<file path="src/rtl/xadc_sweep_sequencer_if.sv">
// DRP port between the XADC sweep sequencer (master) and the XADC primitive (slave).
// Pure wiring bundle: no latency, no state.
// The DRP slave answers each den with one drdy; the master never overlaps reads.
interface xadc_sweep_sequencer_if;
  logic        drp_den;
  logic        drp_dwe;
  logic [6:0]  drp_daddr;
  logic [15:0] drp_di;
  logic [15:0] drp_do;
  logic        drp_drdy;

  modport master (
    output drp_den, drp_dwe, drp_daddr, drp_di,
    input  drp_do, drp_drdy
  );

  modport slave (
    input  drp_den, drp_dwe, drp_daddr, drp_di,
    output drp_do, drp_drdy
  );
endinterface

</file>
<file path="src/rtl/xadc_sweep_sequencer.sv">
// Round-robin XADC VAUX sweeper; optional averaging via XADC_SWEEP_AVG_EN.
// ch_data updates one cycle after drdy; sweep starts are spaced sweep_period+1 cycles.
// One DRP read in flight at a time; a missing drdy is abandoned after DRP_TIMEOUT cycles.
module xadc_sweep_sequencer #(
  parameter int         NUM_CH       = 4,
  parameter logic [6:0] CH_BASE_ADDR = 7'h10,
  parameter int         DRP_TIMEOUT  = 64
) (
  input  logic                   S_AXI_ACLK,
  input  logic                   S_AXI_ARESETN,
  input  logic                   enable,
  input  logic [15:0]            sweep_period,
  input  logic [NUM_CH-1:0]      ch_mask,
  input  logic                   err_clr,
  xadc_sweep_sequencer_if.master drp,
  output logic [12*NUM_CH-1:0]   ch_data,
  output logic [NUM_CH-1:0]      ch_valid,
  output logic                   busy,
  output logic                   sweep_done,
  output logic                   timeout_err
);

  localparam int CH_W  = (NUM_CH > 1) ? $clog2(NUM_CH) : 1;
  localparam int TMO_W = $clog2(DRP_TIMEOUT + 1);
  localparam logic [CH_W-1:0]  LAST_CH  = CH_W'(NUM_CH - 1);
  localparam logic [TMO_W-1:0] TMO_LAST = TMO_W'(DRP_TIMEOUT - 1);

  typedef enum logic [2:0] {IDLE, WAIT_TICK, SCAN, ISSUE, WAIT_RDY, DONE} state_t;

  state_t                     state_q, state_d;
  logic [CH_W-1:0]            ch_q, ch_d;
  logic [15:0]                cnt_q, cnt_d;
  logic [TMO_W-1:0]           tmo_q, tmo_d;
  logic [NUM_CH-1:0][11:0]    data_q, data_d;
  logic [NUM_CH-1:0]          valid_q, valid_d;
  logic                       err_q, err_d;
  logic [11:0]                sample;
  logic                       unused_lsb;

  assign unused_lsb = ^drp.drp_do[3:0];

`ifdef XADC_SWEEP_AVG_EN
  logic [12:0] avg_sum;
  assign avg_sum = {1'b0, data_q[ch_q]} + {1'b0, drp.drp_do[15:4]} + 13'd1;
  assign sample  = valid_q[ch_q] ? avg_sum[12:1] : drp.drp_do[15:4];
`else
  assign sample  = drp.drp_do[15:4];
`endif

  always_ff @(posedge S_AXI_ACLK or negedge S_AXI_ARESETN) begin
    if (!S_AXI_ARESETN) begin
      state_q <= IDLE;
      ch_q    <= '0;
      cnt_q   <= '0;
      tmo_q   <= '0;
      data_q  <= '0;
      valid_q <= '0;
      err_q   <= 1'b0;
    end else begin
      state_q <= state_d;
      ch_q    <= ch_d;
      cnt_q   <= cnt_d;
      tmo_q   <= tmo_d;
      data_q  <= data_d;
      valid_q <= valid_d;
      err_q   <= err_d;
    end
  end

  always_comb begin
    state_d = state_q;
    ch_d    = ch_q;
    cnt_d   = cnt_q;
    tmo_d   = tmo_q;
    data_d  = data_q;
    valid_d = valid_q;
    err_d   = err_q;

    if (err_clr) err_d = 1'b0;
    // The period counter is measured from sweep start, so it keeps running during the sweep.
    if (state_q != IDLE && cnt_q != 16'd0) cnt_d = cnt_q - 16'd1;

    unique case (state_q)
      IDLE: begin
        if (enable && (|ch_mask)) begin
          state_d = WAIT_TICK;
          cnt_d   = sweep_period;
        end
      end
      WAIT_TICK: begin
        if (!enable || !(|ch_mask)) begin
          state_d = IDLE;
        end else if (cnt_q == 16'd0) begin
          state_d = SCAN;
          ch_d    = '0;
          cnt_d   = sweep_period;
        end
      end
      SCAN: begin
        if (!enable)                state_d = IDLE;
        else if (ch_mask[ch_q])     state_d = ISSUE;
        else if (ch_q == LAST_CH)   state_d = DONE;
        else                        ch_d    = ch_q + CH_W'(1);
      end
      ISSUE: begin
        tmo_d   = '0;
        state_d = WAIT_RDY;
      end
      WAIT_RDY: begin
        if (drp.drp_drdy || tmo_q == TMO_LAST) begin
          if (drp.drp_drdy) begin
            data_d[ch_q]  = sample;
            valid_d[ch_q] = 1'b1;
          end else begin
            err_d = 1'b1;
          end
          // A read in flight when enable drops still lands, but the sweep ends here.
          if (!enable)               state_d = IDLE;
          else if (ch_q == LAST_CH)  state_d = DONE;
          else begin
            ch_d    = ch_q + CH_W'(1);
            state_d = SCAN;
          end
        end else begin
          tmo_d = tmo_q + TMO_W'(1);
        end
      end
      DONE: begin
        state_d = enable ? WAIT_TICK : IDLE;
      end
      default: state_d = IDLE;
    endcase
  end

  assign drp.drp_den   = (state_q == ISSUE);
  assign drp.drp_daddr = (state_q == ISSUE) ? (CH_BASE_ADDR + 7'(ch_q)) : 7'd0;
  assign drp.drp_dwe   = 1'b0;
  assign drp.drp_di    = 16'd0;

  assign ch_data     = data_q;
  assign ch_valid    = valid_q;
  assign busy        = (state_q == SCAN) || (state_q == ISSUE) || (state_q == WAIT_RDY);
  assign sweep_done  = (state_q == DONE);
  assign timeout_err = err_q;

endmodule

</file>
<file path="src/flat_wrapper.sv">
// flat-port wrapper written by rule: the top's interface ports become plain ports
module xadc_sweep_sequencer_flat 
#(
  parameter int         NUM_CH       = 4,
  parameter logic [6:0] CH_BASE_ADDR = 7'h10,
  parameter int         DRP_TIMEOUT  = 64
)
  (S_AXI_ACLK, S_AXI_ARESETN, enable, sweep_period, ch_mask, err_clr, ch_data, ch_valid, busy, sweep_done, timeout_err, drp_drp_den, drp_drp_dwe, drp_drp_daddr, drp_drp_di, drp_drp_do, drp_drp_drdy);
  xadc_sweep_sequencer_if drp_i ();
  input  logic S_AXI_ACLK;
  input  logic S_AXI_ARESETN;
  input  logic enable;
  input  logic [15:0] sweep_period;
  input  logic [NUM_CH-1:0] ch_mask;
  input  logic err_clr;
  output logic [12*NUM_CH-1:0] ch_data;
  output logic [NUM_CH-1:0] ch_valid;
  output logic busy;
  output logic sweep_done;
  output logic timeout_err;
  output wire logic [$bits(drp_i.drp_den)-1:0] drp_drp_den;
  output wire logic [$bits(drp_i.drp_dwe)-1:0] drp_drp_dwe;
  output wire logic [$bits(drp_i.drp_daddr)-1:0] drp_drp_daddr;
  output wire logic [$bits(drp_i.drp_di)-1:0] drp_drp_di;
  input wire logic [$bits(drp_i.drp_do)-1:0] drp_drp_do;
  input wire logic [$bits(drp_i.drp_drdy)-1:0] drp_drp_drdy;
  assign drp_drp_den = drp_i.drp_den;
  assign drp_drp_dwe = drp_i.drp_dwe;
  assign drp_drp_daddr = drp_i.drp_daddr;
  assign drp_drp_di = drp_i.drp_di;
  assign drp_i.drp_do = drp_drp_do;
  assign drp_i.drp_drdy = drp_drp_drdy;
  xadc_sweep_sequencer #(.NUM_CH(NUM_CH), .CH_BASE_ADDR(CH_BASE_ADDR), .DRP_TIMEOUT(DRP_TIMEOUT)) u_core (.S_AXI_ACLK(S_AXI_ACLK), .S_AXI_ARESETN(S_AXI_ARESETN), .enable(enable), .sweep_period(sweep_period), .ch_mask(ch_mask), .err_clr(err_clr), .drp(drp_i), .ch_data(ch_data), .ch_valid(ch_valid), .busy(busy), .sweep_done(sweep_done), .timeout_err(timeout_err));
endmodule
</file>
<file path="config.mk">
export PLATFORM = sky130hd
export DESIGN_NAME = xadc_sweep_sequencer_flat
export DESIGN_NICKNAME = d
export VERILOG_FILES = /design/src/rtl/xadc_sweep_sequencer_if.sv /design/src/rtl/xadc_sweep_sequencer.sv /design/src/flat_wrapper.sv
export SDC_FILE = /design/constraint.sdc
export NUM_CORES = 1
export LEC_CHECK = 0
export BUFFER_PORTS_ARGS = -buffer_cell sky130_fd_sc_hd__buf_2
export CAP_MARGIN = 10
export CORE_MARGIN = 8
export CORE_UTILIZATION = 48
export CTS_CLUSTER_DIAMETER = 120
export CTS_CLUSTER_SIZE = 8
export DETAILED_ROUTE_END_ITERATION = 12
export PLACE_DENSITY = 0.75
export SLEW_MARGIN = 20
export SYNTH_ARGS = -nofsm -noshare
export SYNTH_HDL_FRONTEND = slang
export SYNTH_SLANG_ARGS = --single-unit
</file>
<file path="constraint.sdc">
create_clock -name S_AXI_ACLK -period 2.4 [get_ports S_AXI_ACLK]
set_input_delay 0.24 -clock S_AXI_ACLK [delete_from_list [all_inputs] [get_ports S_AXI_ACLK]]
set_output_delay 0.24 -clock S_AXI_ACLK [all_outputs]
set_load 0.01 [all_outputs]
</file>
**Word level (Yosys, flattened, before mapping)**

Cells that the tools add are included.

- Register bits after elaboration: 81
- Output and inout port bits: 80

- Add/subtract/negate cells: 4
- $lt $le $gt $ge: 2
- Eq/ne operators: 17
- Muxes and demuxes: 38
- Bitwise operators: 1
- Reductions and logical operators: 20

Operator list:

| cell | number |
|---|---|
| $mux 16 | 4 |
| $bwmux 48 | 1 |
| $pmux 16 s2 | 1 |
| $mux 3 | 9 |
| $demux 12 s2 | 1 |
| $pmux 3 s6 | 1 |
| $logic_not 16->1 | 1 |
| $reduce_bool 16->1 | 1 |
| $sub 16x1->16 const B | 1 |
| $mux 2 | 7 |
| $mux 7 | 2 |
| $pmux 7 s2 | 1 |
| $mux 12 | 1 |
| $ne 2x2->1 const B | 5 |
| $add 7x1->7 const B | 1 |
| $eq 7x6->1 const B | 1 |
| $mux 1 | 7 |
| $reduce_and 7->1 | 1 |
| $add 5x2->6 const A | 1 |
| $eq 3x2->1 const B | 2 |
| $eq 3x3->1 const B | 2 |
| $ne 2x1->1 const B | 3 |
| $pmux 2 s3 | 1 |
| $reduce_bool 3->1 | 2 |
| 19 further kinds | 25 |

**Longest topological paths before layout**

Gate-level depths: netlist (run 1).

- Word-level depth: 6
- Mapped depth: 8
- Depth with buffers taken out: 7

**Least setup slack after synthesis (run 1)**

Ideal clock, no wire load.

- Kind: reg-to-reg
- From: register u_core.cnt_q[0]
- To: register u_core.ch_q[0]
- Data arrival time: 2.118 ns
- Required time: 2.272 ns
- Path slack: 0.154 ns
- Cell stages (with the launch flop): 8
- Path through: dfrtp_1 -> inv_1 -> ha_1 -> or3b_4 -> nor3_4 -> nand4_4 -> a311oi_2 -> mux2_1

- Cells in the longest elaborated chain, start to end: 3

Ends and longest elaborated chain:

| what | RTL line | RTL |
|---|---|---|
| start, declared | xadc_sweep_sequencer.sv:32 | `logic [15:0] cnt_q, cnt_d;` |
| start signal, assigned | xadc_sweep_sequencer.sv:62 | `cnt_q <= cnt_d;` |
| $logic_not 16->1 | xadc_sweep_sequencer.sv:93 | `end else if (cnt_q == 16'd0) begin` |
| $ne 2x1->1 (no source line) | n/a |  |
| $reduce_and 7->1 (no source line) | n/a |  |
| end signal, assigned | xadc_sweep_sequencer.sv:61 | `ch_q <= ch_d;` |
| end, declared | xadc_sweep_sequencer.sv:31 | `logic [CH_W-1:0] ch_q, ch_d;` |

No other way between the ends.
A chain may end at the register's enable or synchronous reset.

**Final worst setup path (run 1)**

- From: register u_core.cnt_q[1]
- To: register u_core.ch_q[0]

Same word-level chain as after synthesis.

==> flow_metrics.tcl, run 1 <==
set metrics [dict create \
    routed_via_density 5.17 \
    reg2reg_slack_ns 0.16 \
    totalNegativeSetupSlack_ns 0 \
    crit_family "simple AND/OR/NAND/NOR gates" \
    clock_tree.htree_level_count 3 \
    critPathBufInv 1 \
    synth.avg_cell_area_um2 11.5 \
    synth_enable_flop_cells 0 \
    n_antenna_cell 0 \
    first_global_vias 3104 \
    synth_seq_area_share 0.504 \
    floorplan.initialDensity 0.492 \
    ys_top_cells_by_area "sky130_fd_sc_hd__dfrtp_1 (50%), sky130_fd_sc_hd__mux2_2 (13%), sky130_fd_sc_hd__buf_4 (4.7%), sky130_fd_sc_hd__nand2_1 (3.3%), sky130_fd_sc_hd__ha_1 (2.2%)" \
    layout_worst_path_cycle_share 0.935 \
    power_mw 3.56 \
    synth_seq_cells 81 \
    drt-wirelength-per-cell_um 15.7 \
    drv.max_cap_violation_count 0 \
    skew_ns 0.0111 \
    cts_hold_buffers 1 \
    peakVddDrop_mv 0.470 \
    clk-insertion-delay-late_ns 0.35 \
    timing.critical_path.required_ns 2.63 \
    synth_top_flop_cell "sky130_fd_sc_hd__dfrtp_1" \
    grt_max_degree 49 \
    post-cts-setup-buffers 0 \
    synthesis.instances 349 \
    cts_max_path_buffers 2 \
    synth.lib_cells_used.distinct 55 \
    placeable_core_area_mm2 0.00818 \
    p_leak_nw 2.54 \
    final.min_clock_period_ns 2.24 \
    grt_first_pass_wirelength_mm 14.7 \
    clk_pin_slew_worst_setup_hold_paths_ns 0.09 \
    final-hold-violation-count 0 \
    drt_first_iter_violations 92 \
    timing.critical_path.depth 7 \
    floorplan.die.height_um 108 \
    via_total_after_detailed_routing 2938 \
    slew_violations 0 \
    dieArea_mm2 0.0116 \
    cts_inserted_buffers 9 \
    timing.critical_path.cells "inv_1 > ha_1 > or3b_4 > nor3_4 > nand4_4 > a311oi_2 > mux2_1" \
    numPortBuffers 95 \
    crit_arrival_ns 2.48 \
    crit_slowest_cell "sky130_fd_sc_hd__or3b_4" \
    r2r-end "u_core.ch_q[0]$_DFFE_PN0P_" \
    cts.sink_count 81 \
    final_nets 506 \
    post_synth_instance_area_mm2 0.00402 \
    postCtsResizedCells 0 \
    netlist.top_cell.by_area "sky130_fd_sc_hd__dfrtp_1" \
    setup_viol 0 \
    end_point_of_the_critical_path "u_core.ch_q[0]$_DFFE_PN0P_" \
    place_congestion 0.844 \
    grt_overflow 0 \
    critPathMaxStageDelay_ns 0.42 \
    clk_root_buffer_cell "sky130_fd_sc_hd__clkbuf_8" \
    drive_gt1_frac 0.406 \
    critical_path.startpoint_type "flip-flop" \
    cts_tree "built" \
    worstRegToRegCells 7 \
    powerDensity_mw_per_mm2 735 \
    asyncSetResetFlopFracSynth 1.00 \
    min_path_type "input pin to flip-flop" \
    cp-startpoint "u_core.cnt_q[1]$_DFF_PN0_" \
    critical_path.max_fanout 5 \
    grtUsageTotal 0.158 \
    synthesis.yosys.warnings 0 \
    drt-total-wl_mm 8.94 \
    synth_largest_type_area_fraction 0.504 \
    non_filler_instance_count_after_layout 568 \
    unrepaired_setup_endpoints_after_global_routing "no" \
    drc 0 \
    fmax_ghz 0.446 \
    reg2reg_from "u_core.cnt_q[1]$_DFF_PN0_" \
    ant_nets 0 \
    setup.worst_path.class "flip-flop to flip-flop" \
    area_delta_synth_final_pct 20.6 \
    worstSetupEndpointType "flip-flop" \
    worstHoldPathCells 2 \
    row_count 33 \
    total_half_perimeter_wirelength_after_legalization_and_detailed_placement_mm 6.84 \
    design.portCount 121 \
    antenna_found_initial 0 \
    placed_cells_incl_taps 551 \
    run_status "completed" \
    first_pass_iters 4 \
    floorplan.die.width_um 108 \
]
-- registers in the layout, summed over array words and instances, names as in the netlist --
name	count
u_core.cnt_q	16
u_core.ch_valid	4
u_core.timeout_err	1
u_core.tmo_q	7
u_core.state_q	3
u_core.ch_data	48
u_core.ch_q	2
-- layout by cell type (no fill, tap or decap), types with 3 or more instances in the layout --
master | netlist | routed
sky130_fd_sc_hd__buf_2 | 7 | 94
sky130_fd_sc_hd__dfrtp_1 | 81 | 81
sky130_fd_sc_hd__mux2_2 | 48 | 48
sky130_fd_sc_hd__nand2_1 | 35 | 35
sky130_fd_sc_hd__conb_1 | 1 | 21
sky130_fd_sc_hd__nor2_1 | 18 | 18
sky130_fd_sc_hd__buf_4 | 25 | 16
sky130_fd_sc_hd__o21ai_1 | 11 | 11
sky130_fd_sc_hd__xnor2_1 | 10 | 10
sky130_fd_sc_hd__inv_1 | 9 | 9
sky130_fd_sc_hd__clkbuf_8 | 0 | 9
sky130_fd_sc_hd__nor4_1 | 7 | 7
sky130_fd_sc_hd__nor3_1 | 7 | 7
sky130_fd_sc_hd__nand2b_1 | 7 | 7
sky130_fd_sc_hd__ha_1 | 7 | 7
sky130_fd_sc_hd__a21oi_1 | 6 | 6
sky130_fd_sc_hd__nand4_1 | 4 | 4
sky130_fd_sc_hd__or3_1 | 4 | 4
sky130_fd_sc_hd__nor2b_1 | 4 | 4
sky130_fd_sc_hd__xor2_1 | 4 | 4
sky130_fd_sc_hd__o21ai_0 | 4 | 4
sky130_fd_sc_hd__mux2_1 | 4 | 4
sky130_fd_sc_hd__nand3_1 | 3 | 3
sky130_fd_sc_hd__a211oi_1 | 3 | 3
-- layer usage --
metal	GRT usage	routed length, um	share of wire	up-vias
met5	0	0	0	-
met4	0.0634	153	0.017	0
met3	0.0419	541	0.060	15
met2	0.276	4680	0.52	67
met1	0.180	3570	0.40	1452
li1	-	-	-	1404
-- area by class of cell --
cell class,count,area (um^2)
Fill cell,711,3330
Clock buffer,9,124
Sequential cell,81,2030
Clock inverter,7,109
Timing Repair Buffer,112,621
Inverter,9,33.8
Multi-Input combinational cell,245,1800
Tap cell,105,131
-- power breakdown --
part	switching [mW]	leakage [nW]	internal, mW
Combinational	0.381	1.33	0.343
Sequential	0.172	1.09	1.52
Clock	0.535	0.118	0.610
Total	1.09	2.54	2.48
-- synth_stat cells, types with 2 or more instances --
cell                       count
sky130_fd_sc_hd__dfrtp_1      81
sky130_fd_sc_hd__mux2_2       48
sky130_fd_sc_hd__nand2_1      35
sky130_fd_sc_hd__buf_4        25
sky130_fd_sc_hd__nor2_1       18
sky130_fd_sc_hd__o21ai_1      11
sky130_fd_sc_hd__xnor2_1      10
sky130_fd_sc_hd__inv_1         9
sky130_fd_sc_hd__buf_2         7
sky130_fd_sc_hd__ha_1          7
sky130_fd_sc_hd__nand2b_1      7
sky130_fd_sc_hd__nor3_1        7
sky130_fd_sc_hd__nor4_1        7
sky130_fd_sc_hd__a21oi_1       6
sky130_fd_sc_hd__mux2_1        4
sky130_fd_sc_hd__nand4_1       4
sky130_fd_sc_hd__nor2b_1       4
sky130_fd_sc_hd__o21ai_0       4
sky130_fd_sc_hd__or3_1         4
sky130_fd_sc_hd__xor2_1        4
sky130_fd_sc_hd__a211oi_1      3
sky130_fd_sc_hd__nand3_1       3
sky130_fd_sc_hd__a31oi_1       2
sky130_fd_sc_hd__and2_1        2
sky130_fd_sc_hd__clkbuf_1      2
sky130_fd_sc_hd__mux2i_1       2
sky130_fd_sc_hd__nor4b_1       2
sky130_fd_sc_hd__o31a_1        2
sky130_fd_sc_hd__o31ai_1       2
sky130_fd_sc_hd__o41ai_1       2
-- how the worst min path moves through the flow --
stage,to,start,slack [ns]
5_1_grt,u_core.timeout_err$_DFF_PN0_,err_clr,0.09
3_3_place_gp,u_core.cnt_q[0]$_DFF_PN0_,S_AXI_ARESETN,0.22
4_1_cts,u_core.timeout_err$_DFF_PN0_,err_clr,0.05
6_report,u_core.timeout_err$_DFF_PN0_,err_clr,0.07
3_5_place_dp,u_core.cnt_q[0]$_DFF_PN0_,S_AXI_ARESETN,0.23
2_1_floorplan,u_core.ch_data[0]$_DFFE_PN0P_,S_AXI_ARESETN,-0.06
-- cell families after synthesis --
| group | Yosys count | synth area share |
|---|---|---|
| compound gates | 41 | 0.0728 |
| xor+xnor | 14 | 0.0305 |
| fa+ha+maj | 7 | 0.0218 |
| buf+inv | 43 | 0.0657 |
| flops | 81 | 0.504 |
| mux | 55 | 0.156 |
| other cells | 1 | 0.000933 |
| simple gates | 107 | 0.148 |
-- stage by stage --
| stage | utilization | cell area (um^2) | hold slack [ns] | setup WS, ns |
|---|---|---|---|---|
| after global routing | 0.593 | 4850 | 0.0857 | 0.0596 |
| after global placement | 0.564 | 4610 | 0.218 | 0.215 |
| after CTS | 0.593 | 4850 | 0.0540 | 0.149 |
| after detailed placement | 0.564 | 4610 | 0.227 | 0.164 |
| final | 0.593 | 4850 | 0.0732 | 0.156 |
| after floorplan | - | 4100 | -0.0556 | 0.154 |
Power figures use the tool's default switching activity.
==> run 2, diff against run 1 <==
--- a/config.mk
+++ b/config.mk
@@ -8,4 +8,5 @@
 export BUFFER_PORTS_ARGS = -buffer_cell sky130_fd_sc_hd__buf_2
 export CAP_MARGIN = 10
+export CORE_ASPECT_RATIO = 2
 export CORE_MARGIN = 8
 export CORE_UTILIZATION = 48
@@ -13,4 +14,5 @@
 export CTS_CLUSTER_SIZE = 8
 export DETAILED_ROUTE_END_ITERATION = 12
+export GPL_TIMING_DRIVEN = 0
 export PLACE_DENSITY = 0.75
 export SLEW_MARGIN = 20
==> constraint.sdc (replaced) <==
create_clock -name S_AXI_ACLK -period 2.4 [get_ports S_AXI_ACLK]
set_input_delay 0.24 -clock S_AXI_ACLK [delete_from_list [all_inputs] [get_ports S_AXI_ACLK]]
set_output_delay 0.24 -clock S_AXI_ACLK [all_outputs]
set_load 0.005 [all_outputs]
==> flow_metrics.tcl, run 2 (synthesis results as in run 1) <==
set metrics [dict create \
    run_status "completed" \
    row_count 47 \
    final_nets 529 \
    area_delta_synth_final_pct 26.3 \
    slew_violations 0 \
    n_antenna_cell 0 \
    min_path_type "input pin to flip-flop" \
    drt-total-wl_mm 9.74 \
    seqCellArea_mm2 0.00203 \
    critPathMaxStageDelay_ns 0.43 \
    placeable_core_area_mm2 0.00823 \
    drt-wirelength-per-cell_um 16.7 \
    peakVddDrop_mv 0.719 \
    timing.critical_path.cells "inv_1 > ha_1 > or3b_4 > nor3_4 > nand4_4 > a311oi_4 > mux2_1" \
    critPathBufInv 1 \
    clk_root_buffer_cell "sky130_fd_sc_hd__clkbuf_16" \
    crit_family "simple AND/OR/NAND/NOR gates" \
    clk_pin_slew_worst_setup_hold_paths_ns 0.06 \
    largest_register_ffs 48 \
    layout_worst_path_cycle_share 0.958 \
    critical_path.startpoint_type "flip-flop" \
    hold_end "u_core.cnt_q[12]$_DFF_PN0_" \
    reg2reg_slack_ns 0.10 \
    antenna_found_initial 0 \
    timing.max_slew.rel_slack 0.416 \
    setup_viol 0 \
    timing.critical_path.required_ns 2.61 \
    tightestPinTransition_ns 0.865 \
    cts_tree "built" \
    grt_overflow 0 \
    cts_max_path_buffers 2 \
    first_global_vias 3180 \
    placed_cells_incl_taps 563 \
    grt_first_pass_wirelength_mm 15.6 \
    crit_arrival_ns 2.51 \
    drive_gt1_frac 0.430 \
    fillCellCount 668 \
    grtUsageTotal 0.166 \
    worstHoldPathCells 3 \
    non_filler_instance_count_after_layout 584 \
    floorplan.initialDensity 0.488 \
    floorplan.die.height_um 145 \
    fmax_ghz 0.435 \
    final-hold-violation-count 0 \
    place_congestion 0.883 \
    cts.sink_count 81 \
    routed_via_density 5.21 \
    drv.max_cap_violation_count 0 \
    first_pass_iters 4 \
    final.min_clock_period_ns 2.30 \
    commonest_cells_after_routing_fill_and_taps_aside "sky130_fd_sc_hd__buf_2 (101), sky130_fd_sc_hd__dfrtp_1 (81), sky130_fd_sc_hd__mux2_2 (48), sky130_fd_sc_hd__nand2_1 (35), sky130_fd_sc_hd__buf_4 (30)" \
    crit_slowest_cell "sky130_fd_sc_hd__or3b_4" \
    total_half_perimeter_wirelength_after_legalization_and_detailed_placement_mm 7.59 \
    r2r-end "u_core.ch_q[0]$_DFFE_PN0P_" \
    setup.worst_path.class "flip-flop to flip-flop" \
    cts_inserted_buffers 9 \
    design.portCount 121 \
    multi_input_area_mm2 0.00182 \
    power_mw 3.80 \
    clk-insertion-delay-late_ns 0.33 \
    skew_ns 0.00689 \
    critical_path.max_fanout 5 \
    p_leak_nw 2.67 \
    drc 0 \
    clock_tree.htree_level_count 3 \
    floorplan.die.width_um 80.7 \
    grt_max_degree 49 \
    reg2reg_from "u_core.cnt_q[0]$_DFF_PN0_" \
    timing.hold.ws_ns 0.115 \
    dieArea_mm2 0.0117 \
    worstSetupEndpointType "flip-flop" \
    most_common_cell_after_layout_fill_and_taps_aside "sky130_fd_sc_hd__buf_2" \
    via_total_after_detailed_routing 3042 \
    ant_nets 0 \
    numPortBuffers 95 \
    powerDensity_mw_per_mm2 749 \
    drt_first_iter_violations 78 \
    min-delay-start "sweep_period[12]" \
    worstRegToRegCells 7 \
]
## run 2: tightest hold or removal path, stage by stage
cell,delay (ns)
sky130_fd_sc_hd__buf_2,0.07
sky130_fd_sc_hd__nand2_1,0.04
sky130_fd_sc_hd__o21ai_1,0.06
## run 2: power by group
group / switching (mW) / internal [mW] / total (mW)
sequential: 0.165 / 1.53 / 1.69
clock: 0.539 / 0.809 / 1.35
combinational: 0.397 / 0.366 / 0.764
## run 2: cell type report
| class | instances | share of cell area |
|---|---|---|
| Multi-Input combinational cell | 245 | 0.359 |
| Inverter | 9 | 0.00665 |
| Clock inverter | 6 | 0.0133 |
| Buffer | 34 | 0.0453 |
| Tap cell | 98 | 0.0241 |
| Clock buffer | 10 | 0.0451 |
| Sequential cell | 81 | 0.399 |
| Timing Repair Buffer | 101 | 0.107 |
## run 2: routing by layer
metal	part of all wire	GRT usage	vias up
li1	-	-	1449
met1	0.37	0.175	1474
met2	0.54	0.302	110
met3	0.079	0.0433	9
met4	0.011	0.0505	0
met5	0	0	-
## run 2: how the worst max path moves through the flow
stage / endpoint / cells past startpoint / start
4_1_cts: u_core.ch_q[0]$_DFFE_PN0P_ / 7 / u_core.cnt_q[0]$_DFF_PN0_
5_1_grt: u_core.ch_q[0]$_DFFE_PN0P_ / 7 / u_core.cnt_q[0]$_DFF_PN0_
3_5_place_dp: u_core.cnt_q[6]$_DFF_PN0_ / 4 / u_core.cnt_q[6]$_DFF_PN0_
3_3_place_gp: u_core.cnt_q[11]$_DFF_PN0_ / 4 / u_core.cnt_q[6]$_DFF_PN0_
6_report: u_core.ch_q[0]$_DFFE_PN0P_ / 7 / u_core.cnt_q[0]$_DFF_PN0_
2_1_floorplan: u_core.ch_q[0]$_DFFE_PN0P_ / 7 / u_core.cnt_q[0]$_DFF_PN0_
## run 2: what timing repair did
action                                  4_1_cts  5_1_grt
pin swaps                                     2        1
gates resized for setup                       0        2
hold buffers                                  1        0
hold endpoints to repair                     33        0
endpoints found under the setup margin       15        4
buffers inserted                              3        1
## run 2: metrics by stage
| stage | util | setup slack [ns] | area [um^2] | setup TNS (ns) |
|---|---|---|---|---|
| final | 0.617 | 0.101 | 5080 | 0 |
| after global routing | 0.617 | -0.0329 | 5080 | -0.0329 |
| after detailed placement | 0.574 | -0.124 | 4720 | -1.44 |
| after global placement | 0.570 | -0.0911 | 4690 | -0.806 |
| after CTS | 0.614 | 0.0131 | 5050 | 0 |
| after floorplan | - | 0.154 | 4100 | 0 |
==> run 3, diff against run 2 <==
Settings changed: MAX_ROUTING_LAYER set to met4.
==> flow_metrics.tcl, run 3 (synthesis results as in run 1) <==
set metrics [dict create \
    run_status "completed" \
    antenna_found_initial 0 \
    critPathMaxStageDelay_ns 0.43 \
    final.min_clock_period_ns 2.31 \
    clk-insertion-delay-late_ns 0.33 \
    timing.critical_path.cells "inv_1 > ha_1 > or3b_4 > nor3_4 > nand4_4 > a311oi_4 > mux2_1" \
    p_leak_nw 2.67 \
    design.portCount 121 \
    ant_nets 0 \
    powerDensity_mw_per_mm2 748 \
    crit_arrival_ns 2.52 \
    grt_overflow 0 \
    timing.hold.ws_ns 0.117 \
    row_count 47 \
    worstRegToRegCells 7 \
    numPortBuffers 95 \
    cts_tree "built" \
    first_global_vias 3180 \
    clk_root_buffer_cell "sky130_fd_sc_hd__clkbuf_16" \
    worstSetupEndpointType "flip-flop" \
    crit_family "simple AND/OR/NAND/NOR gates" \
    drive_gt1_frac 0.430 \
    totalNegativeSetupSlack_ns 0 \
    first_pass_iters 5 \
    cts_inserted_buffers 9 \
    setup.worst_path.class "flip-flop to flip-flop" \
    drt-wirelength-per-cell_um 16.7 \
    slew_violations 0 \
    reg2reg_slack_ns 0.09 \
    critical_path.max_fanout 5 \
    r2r-end "u_core.ch_q[0]$_DFFE_PN0P_" \
    grtUsageTotal 0.170 \
    clk_pin_slew_worst_setup_hold_paths_ns 0.06 \
    worstHoldPathCells 3 \
    peakVddDrop_mv 0.718 \
    min-delay-start "sweep_period[12]" \
    clock_tree.htree_level_count 3 \
    area_delta_synth_final_pct 26.3 \
    crit_slowest_cell "sky130_fd_sc_hd__or3b_4" \
    n_antenna_cell 0 \
    critical_path.startpoint_type "flip-flop" \
    place_congestion 0.897 \
    hold_end "u_core.cnt_q[12]$_DFF_PN0_" \
    final-hold-violation-count 0 \
    drv.max_cap_violation_count 0 \
    most_common_cell_after_layout_fill_and_taps_aside "sky130_fd_sc_hd__buf_2" \
    placement.setup.worst_slack_ns -0.124 \
    floorplan.die.width_um 80.7 \
    total_half_perimeter_wirelength_after_legalization_and_detailed_placement_mm 7.59 \
    floorplan.initialDensity 0.488 \
    setup_viol 0 \
    floorplan.die.height_um 145 \
    grt_max_degree 49 \
    reg2reg_from "u_core.cnt_q[0]$_DFF_PN0_" \
    cts_max_path_buffers 2 \
    grt_first_pass_wirelength_mm 15.6 \
    timing.max_slew.rel_slack 0.420 \
    fmax_ghz 0.433 \
    skew_ns 0.00650 \
    drt-total-wl_mm 9.73 \
    cts.sink_count 81 \
    largest_register_ffs 48 \
    timing.critical_path.required_ns 2.61 \
    final_nets 529 \
    routed_via_density 5.21 \
    commonest_cells_after_routing_fill_and_taps_aside "sky130_fd_sc_hd__buf_2 (101), sky130_fd_sc_hd__dfrtp_1 (81), sky130_fd_sc_hd__mux2_2 (48), sky130_fd_sc_hd__nand2_1 (35), sky130_fd_sc_hd__buf_4 (30)" \
    worst_slack_ns 0.0922 \
    drc 0 \
    placeable_core_area_mm2 0.00823 \
    tightestPinTransition_ns 0.859 \
    critPathBufInv 1 \
    drt_first_iter_violations 72 \
    min_path_type "input pin to flip-flop" \
    via_total_after_detailed_routing 3043 \
    dieArea_mm2 0.0117 \
    layout_worst_path_cycle_share 0.962 \
]
-- run 3: area by class of cell --
type / instances / area, um^2
fillers: 668 / 3160
flip-flops and latches: 81 / 2030
multi-input cells: 245 / 1820
repair buffers: 101 / 546
plain buffers: 34 / 230
clock buffers: 10 / 229
well taps: 98 / 123
clock inverters: 6 / 67.6
inverters: 9 / 33.8
-- run 3: power by group --
part           internal, mW  switching, mW  total [mW]
logic                 0.366          0.398       0.764
registers              1.53          0.167        1.69
clock network         0.809          0.533        1.34
total                  2.70           1.10        3.80
-- run 3: timing repair --
item | 4_1_cts | 5_1_grt
pin swaps | 2 | 1
hold buffers | 1 | 0
resized for setup | 0 | 2
setup buffers | 3 | 1
hold endpoints to repair | 33 | 0
endpoints found under the setup margin | 15 | 4
-- run 3: stage by stage --
step	util	instance area, um^2	total power [mW]	instances
after floorplan	-	4100	2.18	369
after global placement	0.570	4690	2.39	562
after detailed placement	0.574	4720	2.44	563
after CTS	0.614	5050	3.81	583
after global routing	0.617	5080	4.01	584
final	0.617	5080	3.80	584
-- run 3: worst max-delay path by stage --
stage	to	startpoint	slack, ns	cells after the start
after floorplan	u_core.ch_q[0]$_DFFE_PN0P_	u_core.cnt_q[0]$_DFF_PN0_	0.15	7
after global placement	u_core.cnt_q[11]$_DFF_PN0_	u_core.cnt_q[6]$_DFF_PN0_	-0.09	4
after detailed placement	u_core.cnt_q[6]$_DFF_PN0_	u_core.cnt_q[6]$_DFF_PN0_	-0.12	4
after CTS	u_core.ch_q[0]$_DFFE_PN0P_	u_core.cnt_q[0]$_DFF_PN0_	0.01	7
after global routing	u_core.ch_q[0]$_DFFE_PN0P_	u_core.cnt_q[0]$_DFF_PN0_	-0.03	7
final	u_core.ch_q[0]$_DFFE_PN0P_	u_core.cnt_q[0]$_DFF_PN0_	0.09	7
-- run 3: tightest hold or removal path: stages --
cell and delay (ns):
sky130_fd_sc_hd__buf_2 0.07, sky130_fd_sc_hd__nand2_1 0.04, sky130_fd_sc_hd__o21ai_1 0.06
-- run 3: layer usage --
metal / track usage / wire length, um / vias up
li1: - / - / 1453
met1: 0.179 / 3620 / 1471
met2: 0.302 / 5260 / 108
met3: 0.0365 / 715 / 11
met4: 0.0505 / 136 / 0
met5: - / 0 / -
